==> config.mk <==
export PLATFORM = sky130hd
export DESIGN_NAME = lsu_seq8
export DESIGN_NICKNAME = d
export VERILOG_FILES = /design/src/rtl/lsu_pkg.sv /design/src/rtl/lsu_extend.sv /design/src/rtl/lsu_seq8.sv
export SDC_FILE = /design/constraint.sdc
export NUM_CORES = 1
export LEC_CHECK = 0
export BUFFER_PORTS_ARGS = -buffer_cell sky130_fd_sc_hd__buf_2
export CAP_MARGIN = 20
export CORE_MARGIN = 1.5
export CORE_UTILIZATION = 41
export DETAILED_ROUTE_END_ITERATION = 6
export HOLD_SLACK_MARGIN = 0.1
export MAX_ROUTING_LAYER = met4
export PLACE_DENSITY = 0.62
export REMOVE_ABC_BUFFERS = 1
export SLEW_MARGIN = 5
export SYNTH_ARGS = -nofsm -noshare
export SYNTH_HDL_FRONTEND = slang
export SYNTH_SLANG_ARGS = --single-unit
==> constraint.sdc <==
create_clock -name clk -period 4.54 [get_ports clk]
set_input_delay 0.908 -clock clk [delete_from_list [all_inputs] [get_ports clk]]
set_output_delay 0.908 -clock clk [all_outputs]
set_load 0.02 [all_outputs]
==> src/rtl/lsu_pkg.sv <==
// Shared definitions for the byte-serial load/store sequencer:
// active-low mem_op bit positions, FSM states, access size codes and op decode.
package lsu_pkg;

  localparam int OP_LB  = 7;
  localparam int OP_LH  = 6;
  localparam int OP_LW  = 5;
  localparam int OP_LBU = 4;
  localparam int OP_LHU = 3;
  localparam int OP_SB  = 2;
  localparam int OP_SH  = 1;
  localparam int OP_SW  = 0;

  localparam logic [7:0] MEM_OP_NONE = 8'hFF;

  typedef enum logic [1:0] {
    S_IDLE   = 2'd0,
    S_ACCESS = 2'd1,
    S_DONE   = 2'd2
  } state_e;

  typedef enum logic [1:0] {
    SZ_B = 2'd0,
    SZ_H = 2'd1,
    SZ_W = 2'd2
  } size_e;

  typedef struct packed {
    logic       illegal;
    logic       is_load;
    logic       is_unsigned;
    logic [1:0] size;
  } op_dec_t;

  // Decode the active-low one-hot op bus; anything but exactly one low bit is illegal.
  function automatic op_dec_t decode_op(input logic [7:0] mem_op);
    op_dec_t    d;
    logic [7:0] act;
    logic [3:0] cnt;
    act = ~mem_op;
    cnt = 4'd0;
    for (int i = 0; i < 8; i++) begin
      cnt = cnt + {3'd0, act[i]};
    end
    d.illegal     = (cnt != 4'd1);
    d.is_load     = act[OP_LB] | act[OP_LH] | act[OP_LW] | act[OP_LBU] | act[OP_LHU];
    d.is_unsigned = act[OP_LBU] | act[OP_LHU];
    if (act[OP_LW] | act[OP_SW]) begin
      d.size = SZ_W;
    end else if (act[OP_LH] | act[OP_LHU] | act[OP_SH]) begin
      d.size = SZ_H;
    end else begin
      d.size = SZ_B;
    end
    return d;
  endfunction

  // Index of the final beat for a given size (beats are 1/2/4).
  function automatic logic [1:0] last_idx(input logic [1:0] sz);
    logic [1:0] r;
    case (sz)
      SZ_B:    r = 2'd0;
      SZ_H:    r = 2'd1;
      SZ_W:    r = 2'd3;
      default: r = 2'd0;
    endcase
    return r;
  endfunction

  // Halfwords need even addresses, words need 4-byte alignment.
  function automatic logic misaligned(input logic [1:0] sz, input logic [1:0] lo);
    logic r;
    case (sz)
      SZ_H:    r = lo[0];
      SZ_W:    r = |lo;
      default: r = 1'b0;
    endcase
    return r;
  endfunction

endpackage

==> src/rtl/lsu_extend.sv <==
// Sign/zero extension of the assembled little-endian load value.
module lsu_extend
  import lsu_pkg::*;
(
  input  logic [31:0] raw,
  input  logic [1:0]  size,
  input  logic        is_unsigned,
  output logic [31:0] ext
);

  // Widen byte/halfword loads according to signedness; words pass through.
  always_comb begin
    ext = raw;
    case (size)
      SZ_B:    ext = is_unsigned ? {24'd0, raw[7:0]}  : {{24{raw[7]}}, raw[7:0]};
      SZ_H:    ext = is_unsigned ? {16'd0, raw[15:0]} : {{16{raw[15]}}, raw[15:0]};
      SZ_W:    ext = raw;
      default: ext = raw;
    endcase
  end

endmodule

==> src/rtl/lsu_seq8.sv <==
// Load/store sequencer: turns one lb/lh/lw/lbu/lhu/sb/sh/sw request into
// 1/2/4 little-endian byte beats on an 8-bit ready-handshaked bus.
module lsu_seq8
  import lsu_pkg::*;
#(
  parameter int AW       = 32,
  parameter int MAX_WAIT = 15
)
(
  input  logic          clk,
  input  logic          rst,
  input  logic          req,
  input  logic [7:0]    mem_op,
  input  logic [AW-1:0] addr,
  input  logic [31:0]   wdata,
  output logic [31:0]   rdata,
  output logic          busy,
  output logic          done,
  output logic          fault,
  output logic          bus_err,
  output logic [AW-1:0] bus_addr,
  output logic [7:0]    bus_wdata,
  input  logic [7:0]    bus_rdata,
  output logic          bus_re,
  output logic          bus_we,
  input  logic          bus_ready
);

  // The counter compares against MAX_WAIT-1 because it counts completed wait cycles.
  localparam logic [15:0] WAIT_LIM_C = (MAX_WAIT > 0) ? 16'(MAX_WAIT - 1) : 16'd0;

  state_e        state_r;
  logic [AW-1:0] addr_r;
  logic [31:0]   wdata_r;
  logic          load_r;
  logic          uns_r;
  logic [1:0]    size_r;
  logic [1:0]    last_r;
  logic [1:0]    idx_r;
  logic [15:0]   wait_r;
  logic [31:0]   rbuf_r;
  logic [31:0]   rdata_r;
  logic          done_r;
  logic          fault_r;
  logic          bus_err_r;
  logic [AW-1:0] bus_addr_r;
  logic [7:0]    bus_wdata_r;
  logic          bus_re_r;
  logic          bus_we_r;

  op_dec_t       dec_s;
  logic          accept_s;
  logic          bad_s;
  logic          beat_s;
  logic          timeout_s;
  logic [1:0]    idx_nx_s;
  logic [31:0]   raw_s;
  logic [31:0]   ext_s;

  // Classify the incoming request while idle.
  always_comb begin
    dec_s = decode_op(mem_op);
    if ((state_r == S_IDLE) && req && (mem_op != MEM_OP_NONE)) begin
      accept_s = 1'b1;
    end else begin
      accept_s = 1'b0;
    end
    bad_s = dec_s.illegal | misaligned(dec_s.size, addr[1:0]);
  end

  // Beat completion, wait-limit detection and next byte index.
  always_comb begin
    beat_s    = (bus_re_r | bus_we_r) & bus_ready;
    timeout_s = (MAX_WAIT != 0) && (wait_r == WAIT_LIM_C);
    idx_nx_s  = idx_r + 2'd1;
  end

  // Merge the byte arriving this cycle so the final value is ready at the last beat.
  always_comb begin
    raw_s = rbuf_r;
    if (bus_re_r && bus_ready) begin
      raw_s[{idx_r, 3'b000} +: 8] = bus_rdata;
    end else begin
      raw_s = rbuf_r;
    end
  end

  lsu_extend u_extend (
    .raw         (raw_s),
    .size        (size_r),
    .is_unsigned (uns_r),
    .ext         (ext_s)
  );

  // Sequencer FSM, latches, counters and registered bus/status outputs.
  always_ff @(posedge clk) begin
    if (rst) begin
      state_r     <= S_IDLE;
      addr_r      <= '0;
      wdata_r     <= 32'd0;
      load_r      <= 1'b0;
      uns_r       <= 1'b0;
      size_r      <= SZ_B;
      last_r      <= 2'd0;
      idx_r       <= 2'd0;
      wait_r      <= 16'd0;
      rbuf_r      <= 32'd0;
      rdata_r     <= 32'd0;
      done_r      <= 1'b0;
      fault_r     <= 1'b0;
      bus_err_r   <= 1'b0;
      bus_addr_r  <= '0;
      bus_wdata_r <= 8'd0;
      bus_re_r    <= 1'b0;
      bus_we_r    <= 1'b0;
    end else begin
      done_r    <= 1'b0;
      fault_r   <= 1'b0;
      bus_err_r <= 1'b0;
      case (state_r)
        S_IDLE: begin
          if (accept_s) begin
            addr_r  <= addr;
            wdata_r <= wdata;
            load_r  <= dec_s.is_load;
            uns_r   <= dec_s.is_unsigned;
            size_r  <= dec_s.size;
            last_r  <= last_idx(dec_s.size);
            idx_r   <= 2'd0;
            wait_r  <= 16'd0;
            rbuf_r  <= 32'd0;
            if (bad_s) begin
              state_r <= S_DONE;
              done_r  <= 1'b1;
              fault_r <= 1'b1;
            end else begin
              state_r     <= S_ACCESS;
              bus_addr_r  <= addr;
              bus_wdata_r <= wdata[7:0];
              bus_re_r    <= dec_s.is_load;
              bus_we_r    <= ~dec_s.is_load;
            end
          end else begin
            state_r <= S_IDLE;
          end
        end
        S_ACCESS: begin
          if (beat_s) begin
            rbuf_r <= raw_s;
            wait_r <= 16'd0;
            if (idx_r == last_r) begin
              state_r  <= S_DONE;
              done_r   <= 1'b1;
              bus_re_r <= 1'b0;
              bus_we_r <= 1'b0;
              if (load_r) begin
                rdata_r <= ext_s;
              end else begin
                rdata_r <= rdata_r;
              end
            end else begin
              idx_r       <= idx_nx_s;
              bus_addr_r  <= addr_r + {{(AW-2){1'b0}}, idx_nx_s};
              bus_wdata_r <= wdata_r[{idx_nx_s, 3'b000} +: 8];
            end
          end else if (timeout_s) begin
            state_r   <= S_DONE;
            done_r    <= 1'b1;
            bus_err_r <= 1'b1;
            bus_re_r  <= 1'b0;
            bus_we_r  <= 1'b0;
          end else begin
            wait_r <= wait_r + 16'd1;
          end
        end
        S_DONE: begin
          state_r <= S_IDLE;
        end
        default: begin
          state_r  <= S_IDLE;
          bus_re_r <= 1'b0;
          bus_we_r <= 1'b0;
        end
      endcase
    end
  end

  assign busy      = accept_s | (state_r == S_ACCESS);
  assign rdata     = rdata_r;
  assign done      = done_r;
  assign fault     = fault_r;
  assign bus_err   = bus_err_r;
  assign bus_addr  = bus_addr_r;
  assign bus_wdata = bus_wdata_r;
  assign bus_re    = bus_re_r;
  assign bus_we    = bus_we_r;

endmodule

==> summary.txt <==
Synth
  – Ranking of synthesized cells by area: dfxtp_1, nand2_1, a21oi_1, o21ai_0, a22oi_1
  – Cells after Synth: 1117
  – Synthesized area per cell: 8.39 µm²
  – Yosys top cell area share: 42.3%
  – Post-synth top cells: nand2_1, dfxtp_1, a21oi_1
  – Mapped cell area: 0.00937 mm²
  – Number of synthesized flops with an enable pin: 0
  – Yosys reg bits: 198
  – Ys Warns: 0
  – Synth async-reset ratio: 0%
  – Sequential share of the synthesized area: 42.3%
  – Synth area leader: dfxtp_1
  – Most common flop cell mapped by yosys: dfxtp_1
  – Count leader, synth: nand2_1
  – Netlist cell types: 77

Drt
  – Via count: 8785
  – Initial DRT Pass Iterations: 5
  – Initial DRC Count: 649
  – Post-Route WL: 26.8 mm
  – DRC: 0
  – Detailed-route vias per instance: 5.71
  – Drt wl/cell: 17.4 µm
  – Antenna viol nets, final: 0

Placed design
  – Port buffer count: 161
  – RePlAce Congestion: 0.894
  – Hpwl dp: 18.3 mm

Clock tree
  – Clk_lat worst skew: 0.45 ns
  – Post-CTS sizing: 0
  – CTS HTree Levels: 4
  – Clock root buffer: clkbuf_16
  – Post-CTS Setup Repair Bufs: 0
  – CTS Buffer Depth: 2
  – # hold bufs at CTS: 0
  – Clock Sinks: 198
  – CTS Buf Count: 17
  – Reg clk slew, reported paths: 0.08 ns
  – CTS tree: built

Worst setup path
  – CP Cell Sequence: buf_2, fa_1, inv_1, fa_1, fa_1, ha_1, inv_1, fa_1, a211o_1, a21oi_1, buf_4, buf_4, a21boi_1, buf_12, a2111oi_0, a31o_2
  – Crit path arrival time: 4.66 ns
  – Most used cell along the critical path: fa_1
  – Worst Setup End Kind: flip-flop
  – Critical path class: primary input to flip-flop
  – CP max-delay cell: fa_1
  – CP required: 4.93 ns
  – CP peak stage delay: 0.53 ns
  – Max Fanout on Critical Path: 20
  – Reg2reg start: idx_r[0]$_SDFFE_PP0P_
  – Reg2reg end: bus_addr[18]$_SDFFE_PP0P_
  – R2R depth: 9
  – Worst setup path startpoint: mem_op[0]
  – Worst reg2reg setup slack: 1.30 ns
  – Worst setup path endpoint: bus_addr[14]$_SDFFE_PP0P_
  – Critical Path Start Type: primary input

Finish
  – Footprint of the multi-input gates: 0.00497 mm²
  – Fillcell total: 2223
  – Register area: 0.00396 mm²
  – Synthesis-to-finish area growth: 17.9%
  – Core Util, Final: 49.1%
  – Number of nets in the finished design: 1342
  – Share of layout cells above drive strength 1: 21.8%

Timing
  – Final hold violations: 0
  – Slew HR: 35.4%
  – Slew Viols, Final: 0
  – Slew @ Worst Pin: 0.961 ns
  – Setup TNS: 0 ns
  – Fin Hold WS: 0.458 ns
  – Final period util: 94.1%
  – Setup Viol. Count Final: 0
  – RSZ-0062 raised after global routing: false
  – Skew final: 0.0164 ns
  – F_max: 0.234 GHz
  – Tmin final: 4.27 ns

Floorplan
  – Die area: 0.0238 mm²
  – Die width: 154 µm
  – Total core area: 0.0225 mm²
  – Die height: 154 µm
  – IO Pins: 162
  – # rows: 55
  – Initial core utilization: 41.7%

Power and ir drop
  – Cell Pwr Density: 377 mW/mm²
  – Leakage: 4.36 nW
  – Highest ir drop seen on vdd: 213 µV

Global route
  – Grt ovf: 0
  – Initial antenna violation count: 1
  – First-pass GRT wire length: 43.1 mm
  – Gr usage total: 23.1%
  – Vias in the first global route: 8204
  – Maximum number of pins on one net before global-route repair: 71

Outcome
  – Status: completed

Flow run
  – Maximum capacitance violations: 0

Worst hold path
  – Worst hold-check path type: flip-flop to flip-flop
## placed cells by master (no fill, tap or decap), types with 4 or more instances in the layout
cell type / n
nand2_1: 225
dfxtp_1: 198
buf_2: 160
a21oi_1: 99
o21ai_0: 61
nor2_1: 50
a22oi_1: 32
nand3_1: 31
nor3_1: 28
buf_4: 27
inv_1: 25
o2111ai_1: 19
clkbuf_16: 17
o211a_1: 16
nand4_1: 15
ha_1: 13
o211ai_1: 11
a211oi_1: 11
nor4_1: 10
or3_1: 10
a311oi_1: 10
o221a_2: 8
a31o_2: 8
mux4_2: 8
xor2_1: 7
mux2i_1: 7
and3_1: 7
xnor2_1: 7
nand2b_1: 6
and4_1: 6
a2111oi_0: 6
clkinv_8: 6
o22ai_1: 5
or4_1: 5
nor3b_1: 5
o21ai_1: 5
fa_1: 5
nand3_2: 4
o31ai_1: 4
a32o_1: 4
## power breakdown
| group | internal [mW] | switching, mW |
|---|---|---|
| combinational | 0.233 | 0.432 |
| sequential | 1.83 | 0.0788 |
| clock | 0.804 | 0.791 |
## worst min-delay path by stage
stage	startpoint	slack (ns)	to	depth (start not counted)
6_report	wdata_r[23]$_SDFFE_PP0P_	0.46	wdata_r[23]$_SDFFE_PP0P_	2
4_1_cts	wdata_r[13]$_SDFFE_PP0P_	0.46	wdata_r[13]$_SDFFE_PP0P_	2
2_1_floorplan	rbuf_r[15]$_SDFFE_PP0P_	0.42	rbuf_r[15]$_SDFFE_PP0P_	2
3_5_place_dp	rbuf_r[8]$_SDFFE_PP0P_	0.44	rbuf_r[8]$_SDFFE_PP0P_	2
3_3_place_gp	rbuf_r[15]$_SDFFE_PP0P_	0.43	rbuf_r[15]$_SDFFE_PP0P_	2
5_1_grt	wdata_r[12]$_SDFFE_PP0P_	0.47	wdata_r[12]$_SDFFE_PP0P_	2
## metrics by stage
stage          cells  instance area, µm²  setup slack (ns)  total power [mW]
2_1_floorplan   1033                9010             -1.11              2.31
3_3_place_gp    1506               10400           -0.0190              2.60
3_5_place_dp    1506               10400            -0.199              2.61
4_1_cts         1538               11000             0.284              4.20
5_1_grt         1539               11000            0.0596              4.34
6_report        1539               11000             0.269              4.17
## critical path, delay by kind of cell
family,cells,cell delay [ns]
adder cells (fa/ha/maj),5,2.01
AO/OA/AOI/OAI,5,1.05
buffers and inverters,6,0.70
## registers in the layout, indices dropped and copies added, names as in the netlist
signal and cells:
rdata 32, bus_wdata 8, last_r 1, idx_r 2, done 1, rbuf_r 32
wdata_r 32, bus_we 1, size_r 2, bus_addr 32, load_r 1, uns_r 1
wait_r 16, fault 1, bus_re 1, addr_r 32, bus_err 1, state_r 2
## routing by layer
layer / vias to the layer above / part of all wire (%) / track usage (%)
li1: 4318 / - / -
met1: 4254 / 48 / 31.4
met2: 191 / 47 / 36.4
met3: 22 / 4.3 / 3.17
met4: 0 / 1.0 / 5.92
met5: - / 0 / -
## cells by family (layout without fill, tap and decap cells)
logic type | after synthesis | in the layout | synth area share [%]
buffers and inverters | 111 | 247 | 4.95
and+or+nand+nor | 427 | 427 | 21.7
DFF | 198 | 198 | 42.3
AOI/OAI and AO/OA | 334 | 334 | 24.3
other | 0 | 1 | 0
xor gates and xnor gates | 14 | 14 | 1.31
muxes | 15 | 15 | 2.67
adders and majority gates | 18 | 18 | 2.80
## cell type report
class | instances | share of cell area, %
Multi-Input combinational cell | 808 | 45.0
Tap cell | 285 | 3.23
Timing Repair Buffer | 188 | 9.26
Sequential cell | 198 | 35.9
Clock buffer | 17 | 3.85
Antenna cell | 1 | 0.0227
Inverter | 27 | 0.917
Clock inverter | 15 | 1.86
(Power assumes the default switching activity.)
